## config.mk

```make
export PLATFORM = sky130hd
export DESIGN_NAME = alu_muldiv
export DESIGN_NICKNAME = d
export VERILOG_FILES = /design/src/rtl/alu_muldiv.sv
export SDC_FILE = /design/constraint.sdc
export NUM_CORES = 1
export LEC_CHECK = 0
export CORE_MARGIN = 2
export CORE_UTILIZATION = 71
export DETAILED_ROUTE_END_ITERATION = 8
export DONT_BUFFER_PORTS = 1
export PLACE_DENSITY = 0.9
export SYNTH_ARGS = -nofsm -noshare
export SYNTH_HDL_FRONTEND = slang
export SYNTH_SLANG_ARGS = --single-unit
```

## constraint.sdc

```tcl
create_clock -name i_clock -period 7.8 [get_ports i_clock]
set_input_delay 0.78 -clock i_clock [delete_from_list [all_inputs] [get_ports i_clock]]
set_output_delay 0.78 -clock i_clock [all_outputs]
set_load 0.1 [all_outputs]
```

## src/rtl/alu_muldiv.sv

```systemverilog
// Iterative multiply/divide unit with HI/LO registers (start/busy/done handshake, flush abort).
// Define ALU_MULDIV_DIV_EN to build the restoring divider; otherwise DIV/DIVU are accepted as no-ops.
module alu_muldiv #(
    parameter int NB_REG = 32,
    parameter int NB_OP  = 3
) (
    input  logic              i_clock,
    input  logic              i_reset,
    input  logic              i_start,
    input  logic [NB_OP-1:0]  i_op,
    input  logic [NB_REG-1:0] i_a,
    input  logic [NB_REG-1:0] i_b,
    input  logic              i_flush,
    output logic              o_busy,
    output logic              o_done,
    output logic              o_div_zero,
    output logic [NB_REG-1:0] o_hi,
    output logic [NB_REG-1:0] o_lo
);

    localparam int CNT_W = (NB_REG > 1) ? $clog2(NB_REG) : 1;

    localparam logic [NB_OP-1:0] OP_MULT  = NB_OP'(0);
    localparam logic [NB_OP-1:0] OP_MULTU = NB_OP'(1);
    localparam logic [NB_OP-1:0] OP_DIV   = NB_OP'(2);
    localparam logic [NB_OP-1:0] OP_DIVU  = NB_OP'(3);
    localparam logic [NB_OP-1:0] OP_MTHI  = NB_OP'(4);
    localparam logic [NB_OP-1:0] OP_MTLO  = NB_OP'(5);

`ifdef ALU_MULDIV_DIV_EN
    localparam bit DIV_EN = 1'b1;
`else
    localparam bit DIV_EN = 1'b0;
`endif

    typedef enum logic [1:0] {
        ST_IDLE,
        ST_RUN,
        ST_DONE
    } state_t;

    state_t              state, state_next;
    logic [CNT_W-1:0]    cnt;
    logic [2*NB_REG-1:0] acc;
    logic [NB_REG-1:0]   opnd;
    logic                op_div;
    logic                neg_lo;
    logic                neg_hi;
    logic                div_zero;
    logic [NB_REG-1:0]   hi_q, lo_q;

    // Operand decode at acceptance
    logic              accept, is_mul, is_div, is_signed, goes_run;
    logic              a_neg, b_neg;
    logic [NB_REG-1:0] a_mag, b_mag;

    assign accept    = (state == ST_IDLE) && i_start && !i_flush;
    assign is_mul    = (i_op == OP_MULT) || (i_op == OP_MULTU);
    assign is_div    = (i_op == OP_DIV)  || (i_op == OP_DIVU);
    assign is_signed = (i_op == OP_MULT) || (i_op == OP_DIV);
    assign goes_run  = is_mul || (DIV_EN && is_div);
    assign a_neg     = is_signed && i_a[NB_REG-1];
    assign b_neg     = is_signed && i_b[NB_REG-1];
    assign a_mag     = a_neg ? -i_a : i_a;
    assign b_mag     = b_neg ? -i_b : i_b;

    // Multiply step: acc = {partial product, remaining multiplier bits}
    logic [NB_REG:0]     mul_sum;
    logic [2*NB_REG-1:0] mul_next;

    assign mul_sum  = {1'b0, acc[2*NB_REG-1:NB_REG]} + {1'b0, (acc[0] ? opnd : '0)};
    assign mul_next = {mul_sum, acc[NB_REG-1:1]};

    // Divide step: acc = {partial remainder, dividend bits becoming quotient bits}
    logic [2*NB_REG-1:0] div_next;

`ifdef ALU_MULDIV_DIV_EN
    logic [NB_REG:0] div_shift, div_diff;
    logic            div_ge;

    assign div_shift = acc[2*NB_REG-1:NB_REG-1];
    assign div_diff  = div_shift - {1'b0, opnd};
    assign div_ge    = (div_shift >= {1'b0, opnd});
    // A zero divisor holds the dividend so it can be returned in HI at the end.
    assign div_next  = div_zero ? acc
                     : {(div_ge ? div_diff[NB_REG-1:0] : div_shift[NB_REG-1:0]),
                        acc[NB_REG-2:0], div_ge};
`else
    assign div_next  = acc;
`endif

    logic [2*NB_REG-1:0] step_next;
    logic                last_iter;

    assign step_next = op_div ? div_next : mul_next;
    assign last_iter = (cnt == CNT_W'(NB_REG - 1));

    // NOTE: every signal assigned in always_comb gets a default first, so no path leaves it holding a value (no latch).
    always_comb begin
        state_next = state;
        case (state)
            ST_IDLE: if (accept) state_next = goes_run ? ST_RUN : ST_DONE;
            ST_RUN: begin
                if (i_flush)        state_next = ST_IDLE;
                else if (last_iter) state_next = ST_DONE;
            end
            ST_DONE: state_next = ST_IDLE;
            default: state_next = ST_IDLE;
        endcase
    end

    // NOTE: sequential state uses non-blocking assignments so every register samples pre-edge values.
    always_ff @(posedge i_clock or negedge i_reset) begin
        if (!i_reset) state <= ST_IDLE;
        else          state <= state_next;
    end

    always_ff @(posedge i_clock or negedge i_reset) begin
        if (!i_reset) begin
            cnt      <= '0;
            acc      <= '0;
            opnd     <= '0;
            op_div   <= 1'b0;
            neg_lo   <= 1'b0;
            neg_hi   <= 1'b0;
            div_zero <= 1'b0;
            hi_q     <= '0;
            lo_q     <= '0;
        end else if (accept) begin
            cnt      <= '0;
            acc      <= {{NB_REG{1'b0}}, (is_mul ? b_mag : a_mag)};
            opnd     <= is_mul ? a_mag : b_mag;
            op_div   <= is_div;
            neg_lo   <= a_neg ^ b_neg;
            neg_hi   <= is_mul ? (a_neg ^ b_neg) : a_neg;
            div_zero <= DIV_EN && is_div && (i_b == '0);
            if (i_op == OP_MTHI) hi_q <= i_a;
            if (i_op == OP_MTLO) lo_q <= i_a;
        end else if (state == ST_RUN && !i_flush) begin
            acc <= step_next;
            cnt <= cnt + CNT_W'(1);
            if (last_iter) begin
                if (!op_div) begin
                    {hi_q, lo_q} <= neg_lo ? -step_next : step_next;
                end else if (div_zero) begin
                    lo_q <= '1;
                    hi_q <= neg_hi ? -step_next[NB_REG-1:0] : step_next[NB_REG-1:0];
                end else begin
                    lo_q <= neg_lo ? -step_next[NB_REG-1:0] : step_next[NB_REG-1:0];
                    hi_q <= neg_hi ? -step_next[2*NB_REG-1:NB_REG]
                                   : step_next[2*NB_REG-1:NB_REG];
                end
            end
        end
    end

    // A flush in the DONE cycle suppresses the completion pulse; the write already happened.
    assign o_busy     = (state != ST_IDLE);
    assign o_done     = (state == ST_DONE) && !i_flush;
    assign o_div_zero = o_done && div_zero;
    assign o_hi       = hi_q;
    assign o_lo       = lo_q;

endmodule

```

# Word-level counts from Yosys, hierarchy flattened
# Cells that the tools add are included.
[word_totals] register_bits=170 elab_cells=76
[op_classes] n_addsub=7 n_eq_ne=12 n_mux=29 bitwise=1 n_reduce_logical=18
[op_table] cell="2-to-1 mux 32 bit" count=17
[op_table] cell="2-to-1 mux 64 bit" count=4
[op_table] cell="negation 32 bit" count=4
[op_table] cell="negation 64 bit" count=1
[op_table] cell="adder 32 x 32 -> 33 bit" count=1
[op_table] cell="2-to-1 mux 5 bit" count=2
[op_table] cell="2-to-1 mux 2 bit" count=4
[op_table] cell="equality test 3 x 2 -> 1 bit, second input constant" count=2
[op_table] cell="equality test 3 bit, second input constant" count=2
[op_table] cell="logical AND 1 bit" count=6
[op_table] cell="AND reduction 3 bit" count=2
[op_table] cell="nonzero test 2 bit" count=3
[op_table] cell="adder 5 x 1 -> 5 bit, second input constant" count=1
[op_table] cell="equality test 5 bit, second input constant" count=1
[op_table] cell="inequality test 2 x 1 -> 1 bit, second input constant" count=2
[op_table] cell="one-hot mux 2 bit (2 select lines)" count=1
[op_table] cell="equality test 3 x 1 -> 1 bit, second input constant" count=1
[op_table] cell="zero test 3 bit" count=1
[op_table] cell="logical OR 1 bit" count=3
[op_table] cell="inequality test 3 bit, second input constant" count=1
[op_table] cell="equality test 2 x 1 -> 1 bit, second input constant" count=1
[op_table] cell="equality test 2 bit, second input constant" count=1
[op_table] cell="zero test 2 bit" count=1
[op_table] cell="inequality test 2 bit, second input constant" count=1
[op_table] cell="4 further kinds" count=4

# Logic depth before layout (Yosys ltp)
[depth] word_depth=9 depth_mapped=19 depth_no_buf=14

# Worst setup path before layout
# No wires, ideal clock.
[synth_timing] path_type="flip-flop to flip-flop" from="register op_div" to="register hi_q[28] (netlist: o_hi[28])" arrival_ps=4610 required_time_ps=7663 path_slack_ps=3053 path_stages_with_launch=20 path_buffers=7 period_less_slack_ps=4747 cell_sequence="dfrtp_1 > clkbuf_1 > buf_2 > buf_2 > buf_2 > buf_1 > clkbuf_1 > clkbuf_1 > mux2i_1 > ha_1 > nand4b_1 > or3_1 > nor2_1 > and2_1 > nor2_1 > nor4_1 > nor3b_1 > a21oi_1 > xnor2_1 > a21oi_1"
[synth_between] elab_chain_cells=7 word_cells_on_any_way=9
[synth_rtl] item="start, declared" line_no="46" source="logic op_div;"
[synth_rtl] item="start signal, assigned" line_no="133" source="op_div <= is_div;"
[synth_rtl] item="2-to-1 mux 64 bit" line_no="95" source="assign step_next = op_div ? div_next : mul_next;"
[synth_rtl] item="negation 64 bit / negation 32 bit (equally long branches)" line_no="144, 150"
[synth_rtl] item="2-to-1 mux 64 bit / 2-to-1 mux 32 bit (equally long branches)" line_no="144, 150"
[synth_rtl] item="2-to-1 mux 32 bit *" line_no="143" source="if (!op_div) begin"
[synth_rtl] item="2-to-1 mux 32 bit *" line_no="142" source="if (last_iter) begin"
[synth_rtl] item="2-to-1 mux 32 bit *" line_no="139" source="end else if (state == ST_RUN && !i_flush) begin"
[synth_rtl] item="2-to-1 mux 32 bit *" line_no="129" source="end else if (accept) begin"
[synth_rtl] item="end signal, assigned" line_no="137" source="if (i_op == OP_MTHI) hi_q <= i_a;"
[synth_rtl] item="end signal, assigned" line_no="144" source="{hi_q, lo_q} <= neg_lo ? -step_next : step_next;"
[synth_rtl] item="end signal, assigned" line_no="147" source="hi_q <= neg_hi ? -step_next[NB_REG-1:0] : step_next[NB_REG-1:0];"
[synth_rtl] item="end, declared" line_no="50" source="logic [NB_REG-1:0] hi_q, lo_q;"
# Mark *: on every way between the ends. The rest lies on a longest branch, timed or not. The select of a mux whose other input is x is not followed.
# A chain may end at the register's enable or synchronous reset.

# Final worst setup path
[layout_timing] from="register acc[0]" to="register hi_q[16] (netlist: o_hi[16])"
[layout_between] elab_chain_cells=9 word_cells_on_any_way=11
[layout_rtl] item="start, declared" line_no="44" source="logic [2*NB_REG-1:0] acc;"
[layout_rtl] item="start signal, assigned" line_no="131" source="acc <= {{NB_REG{1'b0}}, (is_mul ? b_mag : a_mag)};"
[layout_rtl] item="start signal, assigned" line_no="140" source="acc <= step_next;"
[layout_rtl] item="2-to-1 mux 32 bit" line_no="71" source="assign mul_sum = {1'b0, acc[2*NB_REG-1:NB_REG]} + {1'b0, (acc[0] ? opnd : '0)};"
[layout_rtl] item="adder 32 x 32 -> 33 bit" line_no="71"
[layout_rtl] item="2-to-1 mux 64 bit *" line_no="95"
[layout_rtl] item="negation 64 bit / negation 32 bit (equally long branches)" line_no="144, 150"
[layout_rtl] item="2-to-1 mux 64 bit / 2-to-1 mux 32 bit (equally long branches)" line_no="144, 150"
[layout_rtl] item="2-to-1 mux 32 bit *" line_no="143"
[layout_rtl] item="2-to-1 mux 32 bit *" line_no="142"
[layout_rtl] item="2-to-1 mux 32 bit *" line_no="139"
[layout_rtl] item="2-to-1 mux 32 bit *" line_no="129"
# Marks and branches as above.

==> flow_summary.toml <==
[cts]
cts_root_buf = "clkbuf_16"
numCtsBuffers = 17
post_cts_resized = 0
cts_sinks = 170
cts.clk_slew.worst_paths_ns = 0.07
clk_latency_ns = 0.46
clk_path_buf_depth = 2
cts_tree = "done"
htree_levels = 4
postCtsSetupBuffers = 0
cts-hold-fix-buffers = 0

[global_route]
antenna_found_initial = 0
grt_use_met3 = 0.172
grt_first_pass_wirelength_mm = 74.1
grt.busiest_layer = "met1"
grt_use_met2 = 0.618
grt_max_degree = 171
grt_pass1_vias = 13100
grt_use_met1 = 0.627
track_usage = 0.450
overflow = 0

[floorplanning]
dieArea_um2 = 21200
die_h_um = 146
std_cell_rows = 51
ioPinCount = 138
start_util = 0.726
core_um2 = 19600
die_w_um = 146

[sta]
grt_setup_unrepaired = "no"
fin_crit_sh = 0.661
clock-skew-final_ns = 0.0191
relSlewSlack = 0.178
hold_viol = 0
drv_slew = 0
fmax_mhz = 194
finalHoldWorstSlack_ns = 0.0193
tns_ns = 0
period_needed_ns = 5.16
worst_slew_pin_slew_ns = 1.23
final-setup-viol-count = 0

[critical_path]
r2r_start = "acc[0]$_DFFE_PN0P_"
end_kind = "flop"
reg2reg_slack_ns = 2.64
worstPathMaxFanout = 36
ff2ff_path_depth = 14
path_class = "reg -> reg"
worstPathArrival_ns = 5.53
worstSetupStartpointType = "flop"
required_ns = 8.17
r2r-end = "o_hi[16]$_DFFE_PN0P_"

[detailed_routing]
routed_via_density = 7.18
drc_errors = 3
firstDrtPassIters = 9
drt_wl_total_mm = 48.5
ant_nets = 0
vias = 14600
post_drt_wl_per_cell_um = 23.8
drtIter0Drc = 2532

[layout]
final_cell_mix = "nand2_1 (275), o21ai_0 (173), dfrtp_1 (168)"
final_layout_size_suffix_gt1_frac = 0.0592
fillers = 1519
syn2layout_area_growth_pct = 3.78
fin_nets = 1870
register_area_um2 = 4260
multiInputGateArea_um2 = 9380
layout_commonest_cell = "nand2_1"
diodes = 0

[synth]
async_flop_share = 1.00
syn_area_um2 = 14200
synth_nets = 1972
syn_area_per_cell_um2 = 7.64
synth_top_flop_cell = "dfrtp_1"
yosysUniqueCellTypes = 88
yosysSeqAreaShare = 0.299
syn_inst = 1862
yosysWarnings = 0
synth_edf_count = 0
ys_ff_latch = 170

[power_and_ir_drop]
powerDensity_nw_per_um2 = 289
p_leak_nw = 5.88
vdd_drop_max_mv = 0.170

[hold_path]
worstHoldPathType = "in -> async"

[place]
portBuffers = 0
hpwl_mm = 35.8
place.gp.congestion = 1.02

[run_status]
violations = "design-rule violations"
status = "complete, but fails checks"

[flow_run]
maxCapViolCount = 0
==> cells by family (layout without fill, tap and decap cells) <==
group           after synthesis  in the layout  synth area share
simple gates                700            700             0.234
flops                       170            170             0.299
buf+inv                     155             66            0.0436
other cells                   1              1          0.000264
compound gates              613            613             0.268
fa+ha+maj                    39             39            0.0348
xor+xnor                    125            125            0.0770
mux                          59             59            0.0426
==> flip-flops by register name, summed over array words and instances, names as in the netlist <==
signal / count
o_hi: 32
state: 2
o_lo: 32
neg_hi: 1
opnd: 32
neg_lo: 1
op_div: 1
acc: 64
cnt: 5
==> how the worst max path moves through the flow <==
stage	startpoint	end	slack (ns)	cells past startpoint
floorplan	op_div$_DFFE_PN0P_	o_hi[28]$_DFFE_PN0P_	3.05	19
global placement	acc[0]$_DFFE_PN0P_	o_hi[16]$_DFFE_PN0P_	3.05	14
detailed placement	acc[0]$_DFFE_PN0P_	o_hi[16]$_DFFE_PN0P_	2.96	14
CTS	acc[0]$_DFFE_PN0P_	o_hi[16]$_DFFE_PN0P_	2.93	14
global route	acc[0]$_DFFE_PN0P_	o_hi[26]$_DFFE_PN0P_	2.46	14
finish	acc[0]$_DFFE_PN0P_	o_hi[16]$_DFFE_PN0P_	2.64	14
==> cell usage after synthesis, drive strengths merged (5+ instances only) <==
master	count	share of area
clkbuf	105	0.028
nor3	35	0.013
nor4b	5	0.0035
nand4	18	0.0079
o211ai	56	0.030
buf	31	0.011
or2	11	0.0048
o221ai	7	0.0043
or3	27	0.012
ha	38	0.033
nor2b	13	0.0057
nor3b	8	0.0042
a22o	15	0.0092
nor4	12	0.0068
a31oi	45	0.021
and2	46	0.020
or4	7	0.0045
o21a	18	0.0095
mux2	12	0.0095
a21boi	7	0.0037
o21ai	184	0.065
o41ai	5	0.0044
nand2b	10	0.0044
inv	19	0.0050
nand3	37	0.013
mux2i	47	0.033
a21oi	168	0.059
a211oi	22	0.012
a21o	8	0.0042
and3	10	0.0048
nor2	168	0.044
xnor2	76	0.047
a211o	5	0.0031
nand2	276	0.073
nand3b	5	0.0026
o22ai	11	0.0048
xor2	49	0.030
a221oi	7	0.0043
dfrtp	170	0.30
o31ai	23	0.014
==> report_power, final <==
part / internal (mW) / switching, mW / total, mW
clock network: 0.436 / 0.432 / 0.868
logic: 0.481 / 0.804 / 1.28
registers: 1.05 / 1.06 / 2.11
total: 1.97 / 2.30 / 4.27
==> worst max-delay path: stages (launching register included) <==
cell and delay [ns]:
dfrtp_1 0.73, and2_1 0.32, ha_1 0.23, fa_1 0.43, a211oi_2 0.34, nor2_1 0.10
xor2_1 0.17, o31ai_1 0.64, and3b_1 0.32, o2111ai_1 0.19, nor4_1 0.67, a21oi_1 0.17
xnor2_1 0.42, mux2i_1 0.15, o21ai_0 0.19
==> cell type report <==
class / instances / area share
Sequential cell: 170 / 0.289
Clock inverter: 14 / 0.00992
Tap cell: 265 / 0.0225
Multi-Input combinational cell: 1537 / 0.636
Inverter: 19 / 0.00483
Timing Repair Buffer: 15 / 0.00882
Clock buffer: 18 / 0.0298
==> metal layers <==
layer	wire length, um	vias to the layer above
li1	-	6506
met1	18900	6818
met2	19400	1141
met3	7710	161
met4	2490	0
met5	0	-
==> per-stage QoR <==
| step | total power, mW | utilization | std cells | area (um2) | setup WS, ns |
|---|---|---|---|---|---|
| 3_5_place_dp | 3.34 | 0.723 | 2006 | 14200 | 2.96 |
| 2_1_floorplan | 2.97 | - | 1862 | 14200 | 3.05 |
| 5_1_grt | 4.41 | 0.753 | 2038 | 14800 | 2.46 |
| 3_3_place_gp | 3.29 | 0.723 | 2006 | 14200 | 3.05 |
| 4_1_cts | 4.20 | 0.753 | 2038 | 14800 | 2.93 |
| 6_report | 4.27 | 0.753 | 2038 | 14800 | 2.64 |
(Power assumes the default switching activity.)
